===== config.mk =====
export PLATFORM = sky130hd
export DESIGN_NAME = xor_frame_checksum
export DESIGN_NICKNAME = d
export VERILOG_FILES = /design/src/rtl/xor_chk_pkg.sv /design/src/rtl/xor_chk_ctrl.sv /design/src/rtl/xor_frame_checksum.sv
export SDC_FILE = /design/constraint.sdc
export NUM_CORES = 1
export LEC_CHECK = 0
export CAP_MARGIN = 20
export CORE_MARGIN = 2
export CORE_UTILIZATION = 55
export CTS_BUF_LIST = sky130_fd_sc_hd__clkbuf_4
export CTS_CLUSTER_SIZE = 25
export DETAILED_ROUTE_END_ITERATION = 8
export HOLD_SLACK_MARGIN = 0.03
export PLACE_DENSITY_LB_ADDON = 0.25
export SLEW_MARGIN = 20
export SYNTH_ARGS = -nofsm -noshare
export SYNTH_HDL_FRONTEND = slang
export SYNTH_SLANG_ARGS = --single-unit

===== constraint.sdc =====
create_clock -name CLK -period 2.5 [get_ports CLK]
set_input_delay 0.375 -clock CLK [delete_from_list [all_inputs] [get_ports CLK]]
set_output_delay 0.375 -clock CLK [all_outputs]
set_load 0.05 [all_outputs]

===== src/rtl/xor_chk_pkg.sv =====
// Shared types and helpers for the XOR frame checksum stage.
package xor_chk_pkg;

    localparam int DEFAULT_WIDTH     = 8;
    localparam int DEFAULT_MAX_WORDS = 256;

    typedef enum logic [1:0] {
        IDLE,
        ACCUM,
        HOLD
    } state_t;

    // Rotate left by one within the low w bits. The carrier is 64 bits wide, so w must be 2..63.
    function automatic logic [63:0] rotl1(input logic [63:0] v, input int unsigned w);
        logic [63:0] mask;
        mask  = (64'd1 << w) - 64'd1;
        rotl1 = ((v << 1) | (v >> (w - 1))) & mask;
    endfunction

endpackage


===== src/rtl/xor_chk_ctrl.sv =====
// Frame controller: state machine, beat counter and termination decode.
module xor_chk_ctrl
    import xor_chk_pkg::*;
#(
    parameter int MAX_WORDS = DEFAULT_MAX_WORDS,
    parameter int CNT_W     = $clog2(DEFAULT_MAX_WORDS + 1)
) (
    input  logic             clk,
    input  logic             reset,
    input  logic             beat_valid,
    input  logic             beat_last,
    output logic             beat_ready,
    output logic             accept,
    output logic             terminate,
    output logic             forced,
    output logic [CNT_W-1:0] cnt_n,
    output logic             res_valid,
    input  logic             res_ready
);

    state_t           state;
    state_t           state_n;
    logic [CNT_W-1:0] cnt;
    logic             hit_max;

    // Ready and result-valid decode straight from the state register, so there is no path from res_ready.
    assign beat_ready = (state != HOLD);
    assign res_valid  = (state == HOLD);

    assign accept    = beat_valid & beat_ready;
    assign cnt_n     = cnt + CNT_W'(1);
    assign hit_max   = (cnt_n == CNT_W'(MAX_WORDS));
    assign terminate = accept & (beat_last | hit_max);
    assign forced    = hit_max & ~beat_last;

    always_comb begin
        state_n = state;
        case (state)
            IDLE, ACCUM: begin
                if (accept) begin
                    state_n = terminate ? HOLD : ACCUM;
                end
            end
            HOLD: begin
                if (res_ready) begin
                    state_n = IDLE;
                end
            end
            default: state_n = IDLE;
        endcase
    end

    always_ff @(posedge clk) begin
        if (reset) begin
            state <= IDLE;
            cnt   <= '0;
        end else begin
            state <= state_n;
            if (terminate) begin
                cnt <= '0;
            end else if (accept) begin
                cnt <= cnt_n;
            end
        end
    end

endmodule


===== src/rtl/xor_frame_checksum.sv =====
// Folds XOR-array beats into a per-frame checksum with beat count and overflow flag.
// Define CHECKSUM_ROTATE_EN to rotate the accumulator left by one before each fold.
module xor_frame_checksum
    import xor_chk_pkg::*;
#(
    parameter  int WIDTH     = DEFAULT_WIDTH,
    parameter  int MAX_WORDS = DEFAULT_MAX_WORDS,
    localparam int CNT_W     = $clog2(MAX_WORDS + 1)
) (
    input  logic             CLK,
    input  logic             RESET,
    input  logic [WIDTH-1:0] I,
    input  logic             I_VALID,
    input  logic             I_LAST,
    output logic             I_READY,
    output logic [WIDTH-1:0] O,
    output logic [CNT_W-1:0] O_COUNT,
    output logic             O_ERR,
    output logic             O_VALID,
    input  logic             O_READY
);

    logic [WIDTH-1:0] acc;
    logic [WIDTH-1:0] acc_f;
    logic [WIDTH-1:0] acc_n;
    logic             accept;
    logic             terminate;
    logic             forced;
    logic [CNT_W-1:0] cnt_n;

    xor_chk_ctrl #(
        .MAX_WORDS (MAX_WORDS),
        .CNT_W     (CNT_W)
    ) u_ctrl (
        .clk        (CLK),
        .reset      (RESET),
        .beat_valid (I_VALID),
        .beat_last  (I_LAST),
        .beat_ready (I_READY),
        .accept     (accept),
        .terminate  (terminate),
        .forced     (forced),
        .cnt_n      (cnt_n),
        .res_valid  (O_VALID),
        .res_ready  (O_READY)
    );

`ifdef CHECKSUM_ROTATE_EN
    assign acc_f = WIDTH'(rotl1(64'(acc), WIDTH));
`else
    assign acc_f = acc;
`endif

    assign acc_n = acc_f ^ I;

    // The terminating beat writes the result and clears the accumulator for the next frame.
    always_ff @(posedge CLK) begin
        if (RESET) begin
            acc     <= '0;
            O       <= '0;
            O_COUNT <= '0;
            O_ERR   <= 1'b0;
        end else if (terminate) begin
            acc     <= '0;
            O       <= acc_n;
            O_COUNT <= cnt_n;
            O_ERR   <= forced;
        end else if (accept) begin
            acc     <= acc_n;
        end
    end

endmodule

# After elaboration in Yosys (flattened, before gate mapping)
# Index checks and enable logic that the tools add are counted.
# word_totals
reg_bits	37
inputBits	13
out_inout_bits	20
# op_classes
add_sub_neg	1
n_bitwise	6
n_mux	4
n_eq_ne	6
reduce_logical	4
# ops
op	n
adder 9 x 1 -> 9 bit, second input constant	1
== test 9 bit, second input constant	1
bitwise XOR 8 bit	1
two-way mux 2 bit	3
inequality test 2 x 1 -> 1 bit, second input constant	2
case mux 2 bit (2 select lines)	1
OR reduction 2 bit	2
bitwise AND 1 bit	3
== test 2 x 1 -> 1 bit, second input constant	1
== test 2 bit, second input constant	1
logical NOT 2 bit	1
inequality test 2 bit, second input constant	1
AND reduction 2 bit	1
NOT 1 bit	1
OR 1 bit	1

# Logic depth before layout (Yosys ltp)
# Gate-level depths: netlist of run 1.
# logic_depth
ltp_word	7
mapped_depth	9
ltp_nobuf	6

# Modules after synthesis
# From an unflattened synthesis of run 1, not the netlist that was laid out.
# unflattened
cells_unflattened	197
hier_area_um2	1865.5
# modules_own_cells
module	seq_area_each_um2	cells_per_inst	area_per_inst_um2	n_inst
xor_frame_checksum	520.5	103	1098.6	1
xor_chk_ctrl	220.2	94	767.0	1

# Least setup slack after synthesis of run 1
# Ideal clock, no wire load.
# synth_timing
path_type	register -> register
start	reg u_ctrl.cnt[0]
end	reg O[0]
synth_period_minus_slack_ns	1.947
setup_ns	0.142
path_stages_with_launch	9
arrival_time_ns	1.805
path_buffers	2
setup_slack_ns	0.553
cell_sequence	dfxtp_1 > ha_1 > nand3_2 > xnor2_1 > a311o_1 > buf_6 > buf_6 > a31oi_1 > a211oi_2
# synth_via
elab_chain_len	4
# synth_lines
item	line_no	rtl
start, declared	xor_chk_ctrl.sv:23	logic [CNT_W-1:0] cnt;
start signal, assigned	xor_chk_ctrl.sv:62	cnt <= cnt_n;
adder 9 x 1 -> 9 bit	xor_chk_ctrl.sv:31	assign cnt_n = cnt + CNT_W'(1);
== test 9 bit	xor_chk_ctrl.sv:32	assign hit_max = (cnt_n == CNT_W'(MAX_WORDS));
OR 1 bit	xor_chk_ctrl.sv:33	assign terminate = accept & (beat_last | hit_max);
bitwise AND 1 bit	xor_chk_ctrl.sv:33	
end signal, assigned	xor_frame_checksum.sv:65	O <= acc_n;
end, declared	xor_frame_checksum.sv:16	output logic [WIDTH-1:0] O,
# No other way between the ends.
# A chain may end at the register's enable or synchronous reset.

# Worst setup path in the final report of run 1
# layout_timing
start	reg u_ctrl.cnt[0]
end	reg O_COUNT[0]
# layout_via
elab_chain_len	4
# layout_lines
item	line_no	rtl
adder 9 x 1 -> 9 bit *	xor_chk_ctrl.sv:31	
== test 9 bit	xor_chk_ctrl.sv:32	
OR 1 bit	xor_chk_ctrl.sv:33	
bitwise AND 1 bit	xor_chk_ctrl.sv:33	
end signal, assigned	xor_frame_checksum.sv:66	O_COUNT <= cnt_n;
end, declared	xor_frame_checksum.sv:17	output logic [CNT_W-1:0] O_COUNT,
# Every way passes the cells marked *; elsewhere a longest branch is shown, timed or not.

==> results of run 1 <==
[placed cells by master, fill, tap and decap left out, drive strengths merged, types with 2 or more instances in the layout]
cell type,count
a211oi,15
a31oi,16
inv,3
nand4,2
and2,2
clkbuf,6
nor2,7
nor3,20
nand3,3
xor2,14
clkdlybuf4s50,31
buf,12
nand2,17
nand2b,3
dfxtp,37
mux2i,2
xnor2,18
a21oi,2
nor4,3
[metrics by stage]
step | cells | utilization | setup WS [ps]
5_1_grt | 273 | 0.708 | 219
4_1_cts | 270 | 0.702 | 46.0
6_report | 273 | 0.708 | 370
3_3_place_gp | 262 | 0.678 | 201
3_5_place_dp | 262 | 0.678 | 91.4
2_1_floorplan | 193 | - | 553
[cell families (layout without fill, tap and decap cells)]
kind of cell / count (synthesis) / after routing
fa+ha+maj: 1 / 1
mux: 2 / 2
compound gates: 42 / 42
simple gates: 59 / 59
flops: 37 / 37
buf+inv: 20 / 54
xor+xnor: 32 / 32
[layout make-up]
cell class / instances / share of cell area
clock inverters: 2 / 0.0142
repair buffers: 43 / 0.172
clock buffers: 6 / 0.0189
flip-flops and latches: 37 / 0.311
multi-input cells: 136 / 0.455
inverters: 3 / 0.00473
well taps: 46 / 0.0242
[registers in the layout, summed over array words and instances, names as in the netlist]
name          cells
O_ERR             1
u_ctrl.state      2
acc               8
O                 8
u_ctrl.cnt        9
O_COUNT           9
[metal layers]
metal / part of all wire / wire length, µm / vias up
met3: 0.062 / 266 / 12
met1: 0.42 / 1780 / 745
met2: 0.50 / 2120 / 59
met4: 0.025 / 108 / 0
li1: - / - / 759
met5: 0 / 0 / -
[worst max-delay path, stage by stage (launching register included)]
cell and delay (ps):
dfxtp_1 440, ha_1 220, nand3_2 140, xnor2_1 210, a311oi_2 490, nor3_4 120, buf_4 210, a211oi_1 230
[cells in the mapped netlist (all sizes together)]
library cell and instances:
a211oi 15, a21oi 2, a311o 1, a311oi 1, a31oi 16, a41oi 1, and2 2, and3 1
and4 1, buf 10, clkbuf 7, dfxtp 37, ha 1, inv 3, mux2i 2, nand2 17
nand2b 3, nand3 3, nand4 2, nor2 7, nor3 20, nor4 3, o211a 1, o21ai 1
o21ba 1, o21bai 1, o31ai 1, o32ai 1, xnor2 18, xor2 14
[final timing paths]
check | depth (start not counted) | slack, ps | start | endpoint
setup / recovery | 7 | 370 | u_ctrl.cnt[0] | O_COUNT[0]
hold / removal | 1 | 470 | u_ctrl.state[1] | u_ctrl.state[0]
setup reg to reg | 7 | 370 | u_ctrl.cnt[0] | O_COUNT[0]
hold reg to reg | 1 | 470 | u_ctrl.state[1] | u_ctrl.state[0]
[power by group]
part | switching, W | leakage (nW) | internal, W
clock | 0.000196 | 0.0433 | 0.000219
sequential | 0.0000215 | 0.302 | 0.000618
combinational | 0.000154 | 0.491 | 0.000104
total | 0.000371 | 0.836 | 0.000941
==> out/results.ini, run 1 <==
[global_route]
use_met3 = 0.0554
met1_usage = 0.271
grt_use_total = 0.231
grt-ovfl-total = 0
met2_usage = 0.393
grt_pass1_vias = 1517
antenna_found_initial = 0
grt_pass1_wl_um = 7220
grt_max_degree = 32
busiest_layer = met2

[logic_synthesis]
synth_area_um2 = 1950
seq_area_frac_synth = 0.379
synthAdderAreaFrac = 0.00640
yosysWarnings = 0
synth-xor-area-share = 0.143
netlist.top_cell.by_area = dfxtp_1
syn-instance-count = 193
synth_top_family_by_area = simple AND/OR/NAND/NOR gates
synth_area_leaders = dfxtp_1 38%, nor3_2 8.7%, xnor2_1 8.1%
synth_compound_area_frac = 0.193
synth_seq_cells = 37
synth_mux_area_frac = 0.0102
syn_nets = 207
syn_avg_cell_area_um2 = 10.1
yosysTopAreaCellShare = 0.379
synthDistinctLibCells = 37
synth-simple-area-share = 0.202

[clocking]
cts_buffers = 5
cts_max_level = 2
cts_sinks = 37
cts_tree = done
path_clk_slew_ps = 110
cts_root_buf = clkbuf_4
cts_resized = 0
clock_latency_ps = 340
cts_hold_buf = 0
post_cts_buffers = 0
cts_buffer_depth = 2

[die]
rows = 21
ios = 33
die_y_um = 63.6
core-area_um2 = 3360
die_w_um = 63.6
initial_core_util = 0.581
die_area_um2 = 4050

[pwr]
p_per_area_nw_per_um2 = 551
ir_worst_vdd_uv = 375
leakage_nw = 0.836
total_power_w = 0.00131

[placed_design]
post-dp-hpwl_um = 2880
gp_congestion = 0.860
placed_area_um2 = 2280
port_buffers = 32

[routing]
antenna_left = 0
wire_per_inst_um = 15.7
drc = 0
drt_iter0_markers = 75
viasPerCell = 5.77
vias = 1575
dr.pass1.iters = 4
totalWireLength_um = 4280

[worst_hold_path]
hp-class = flip-flop to flip-flop

[worst_setup_path]
startpoint_type = flip-flop
end_kind = flip-flop
cp_data_required_time_ps = 2770
path_max_fanout = 9
crit_type = flip-flop to flip-flop
arrival_ps = 2400

[layout]
fill_cells = 278
syn_to_final_growth_pct = 21.9
layout-drive-gt1-share = 0.251
multi_input_area_um2 = 1080
diodes = 0
fin_area_um2 = 2380
finalNetCount = 240
regArea_um2 = 741

[job]
maxCapViolCount = 0

[timing]
fin_skew_ps = 8.74
rsz0062_at_grt = no
max_freq_mhz = 470
finalSetupTns_ps = 0
setup_viol = 0
min_period_ps = 2130
min_period_over_period = 0.852
hold_violations = 0
whs_ps = 466
worstMarginPinSlew_ps = 613
drv_slew = 0
relSlewSlack = 0.592

[outcome]
outcome = finished clean

No activity file was read; power rests on OpenSTA's default activity.
==> inputs of run 2 (changes only) <==
CELL_PAD_IN_SITES_DETAIL_PLACEMENT = 0   (was unset)
CELL_PAD_IN_SITES_GLOBAL_PLACEMENT = 1   (was unset)
CORE_UTILIZATION = 42   (was 55)
==> out/results.ini, run 2 (synthesis results as in run 1) <==
[placed_design]
post-dp-hpwl_um = 2920  ; +1.5%
port_buffers = 32  ; unchanged
gp_congestion = 0.996  ; +16%

[timing]
finalSetupTns_ps = 0  ; unchanged
max_freq_mhz = 454  ; -3.4%
rsz0062_at_grt = no
relSlewSlack = 0.530  ; -0.0611
fin_skew_ps = 8.13  ; -0.611 ps
min_period_ps = 2200  ; +73.9 ps
min_period_over_period = 0.881  ; +0.0295
worstMarginPinSlew_ps = 704  ; +91.6 ps
setup_viol = 0  ; unchanged
hold_violations = 0  ; unchanged
drv_slew = 0  ; unchanged

[die]
die_w_um = 72.2  ; +14%
die_y_um = 72.2  ; +14%
rows = 24  ; +14%
initial_core_util = 0.443  ; -0.138
die_area_um2 = 5220  ; +29%
core-area_um2 = 4410  ; +31%
ios = 33  ; unchanged

[worst_setup_path]
path_max_fanout = 26  ; +17
cp_data_required_time_ps = 2750  ; -20 ps
reg2reg_depth = 7  ; unchanged
r2r-end = O_COUNT[0]
rr_startpoint = u_ctrl.cnt[0]
startpoint_type = flip-flop
crit_type = flip-flop to flip-flop
arrival_ps = 2450  ; +50 ps
r2r_slack_ps = 300  ; -70 ps
end_kind = flip-flop

[layout]
finalNetCount = 235  ; -2.1%
layout-drive-gt1-share = 0.234  ; -0.0169
fill_cells = 397  ; +43%
utilization = 0.533  ; -0.175
final_common_cell = dfxtp_1
syn_to_final_growth_pct = 20.4
reg_top3 = O_COUNT (9), u_ctrl.cnt (9)
diodes = 0  ; unchanged
final_cell_mix = 37 x dfxtp_1, 31 x clkdlybuf4s50_1, 18 x xnor2_1

[routing]
drt_iter0_markers = 98  ; +31%
viasPerCell = 5.57  ; -3.4%
wire_per_inst_um = 15.6  ; -0.64%
drc = 0  ; unchanged
vias = 1527  ; -3.0%
dr.pass1.iters = 4  ; unchanged
totalWireLength_um = 4270  ; -0.28%
antenna_left = 0  ; unchanged

[clocking]
post_cts_buffers = 0  ; unchanged
cts_buffer_depth = 2  ; unchanged
clock_latency_ps = 340  ; about the same
cts_max_level = 2  ; unchanged
cts_buffers = 5  ; unchanged
path_clk_slew_ps = 110  ; about the same
cts_hold_buf = 0  ; unchanged
cts_sinks = 37  ; unchanged
cts_root_buf = clkbuf_4
cts_resized = 0  ; unchanged
cts_tree = done

[global_route]
antenna_found_initial = 0  ; unchanged
grt_pass1_wl_um = 7270  ; +0.57%
grt_use_total = 0.181  ; -0.0504
grt_max_degree = 32  ; unchanged
grt-ovfl-total = 0  ; unchanged
grt_pass1_vias = 1561  ; +2.9%

[pwr]
leakage_nw = 0.810  ; -3.1%
p_per_area_nw_per_um2 = 552  ; +0.26%
ir_worst_vdd_uv = 370  ; -1.2%

[outcome]
outcome = finished clean

[worst_hold_path]
min_from = u_ctrl.state[1]
holdPathStages = 1  ; unchanged
hp-class = flip-flop to flip-flop
min_to = u_ctrl.state[0]

[job]
maxCapViolCount = 0  ; unchanged

-- run 2: worst max-delay path by stage --
stage                             start    endpoint  slack, ps  cells past startpoint
after global placement    u_ctrl.cnt[0]  O_COUNT[0]        460                      7
final                     u_ctrl.cnt[0]  O_COUNT[0]        300                      7
after global routing      u_ctrl.cnt[0]  O_COUNT[0]        150                      7
after CTS                 u_ctrl.cnt[0]  O_COUNT[0]        320                      7
after floorplan           u_ctrl.cnt[0]        O[0]        550                      8
after detailed placement  u_ctrl.cnt[0]  O_COUNT[0]        350                      7
-- run 2: metrics by stage --
| step | hold WS [ps] | instances | total power (W) | cell area, µm² | worst slack, ps |
|---|---|---|---|---|---|
| 6_report | 486 | 274 | 0.00130 | 2350 | 297 |
| 5_1_grt | 507 | 274 | 0.00136 | 2350 | 150 |
| 4_1_cts | 486 | 274 | 0.00132 | 2350 | 319 |
| 3_5_place_dp | 467 | 266 | 0.000908 | 2270 | 353 |
| 3_3_place_gp | 435 | 266 | 0.000898 | 2270 | 464 |
| 2_1_floorplan | 424 | 193 | 0.000832 | 1950 | 553 |
-- run 2: layout make-up --
| class | count | area, µm² | area share |
|---|---|---|---|
| multi-input combinational | 136 | 1080 | 0.461 |
| sequential | 37 | 741 | 0.315 |
| clock inverter | 2 | 33.8 | 0.0144 |
| tap | 52 | 65.1 | 0.0277 |
| clock buffer | 6 | 45.0 | 0.0191 |
| inverter | 3 | 11.3 | 0.00479 |
| timing repair buffer | 38 | 373 | 0.159 |
-- run 2: power breakdown --
group / switching (W) / internal, W / total (W)
Clock: 0.000188 / 0.000219 / 0.000407
Combinational: 0.000152 / 0.000100 / 0.000252
Sequential: 0.0000214 / 0.000618 / 0.000640
Total: 0.000362 / 0.000938 / 0.00130
-- run 2: worst max-delay path, stage by stage (launching register included) --
cell and delay, ps:
dfxtp_1 430, ha_1 290, nand3_2 160, xnor2_1 210, a311oi_2 480, nor3_4 80
buf_12 190, a211oi_1 270
-- run 2: routing by layer --
metal | up-vias | global-route usage | part of all wire
met5 | - | 0 | 0
met4 | 0 | 0.0818 | 0.019
met3 | 8 | 0.0403 | 0.042
met2 | 38 | 0.301 | 0.49
met1 | 737 | 0.223 | 0.45
li1 | 744 | - | -
==> inputs of run 3 (changes only) <==
CAP_MARGIN = unset   (was 20)
==> results of run 3 <==
Final layout, timing and power as in run 2 (identical DEF).
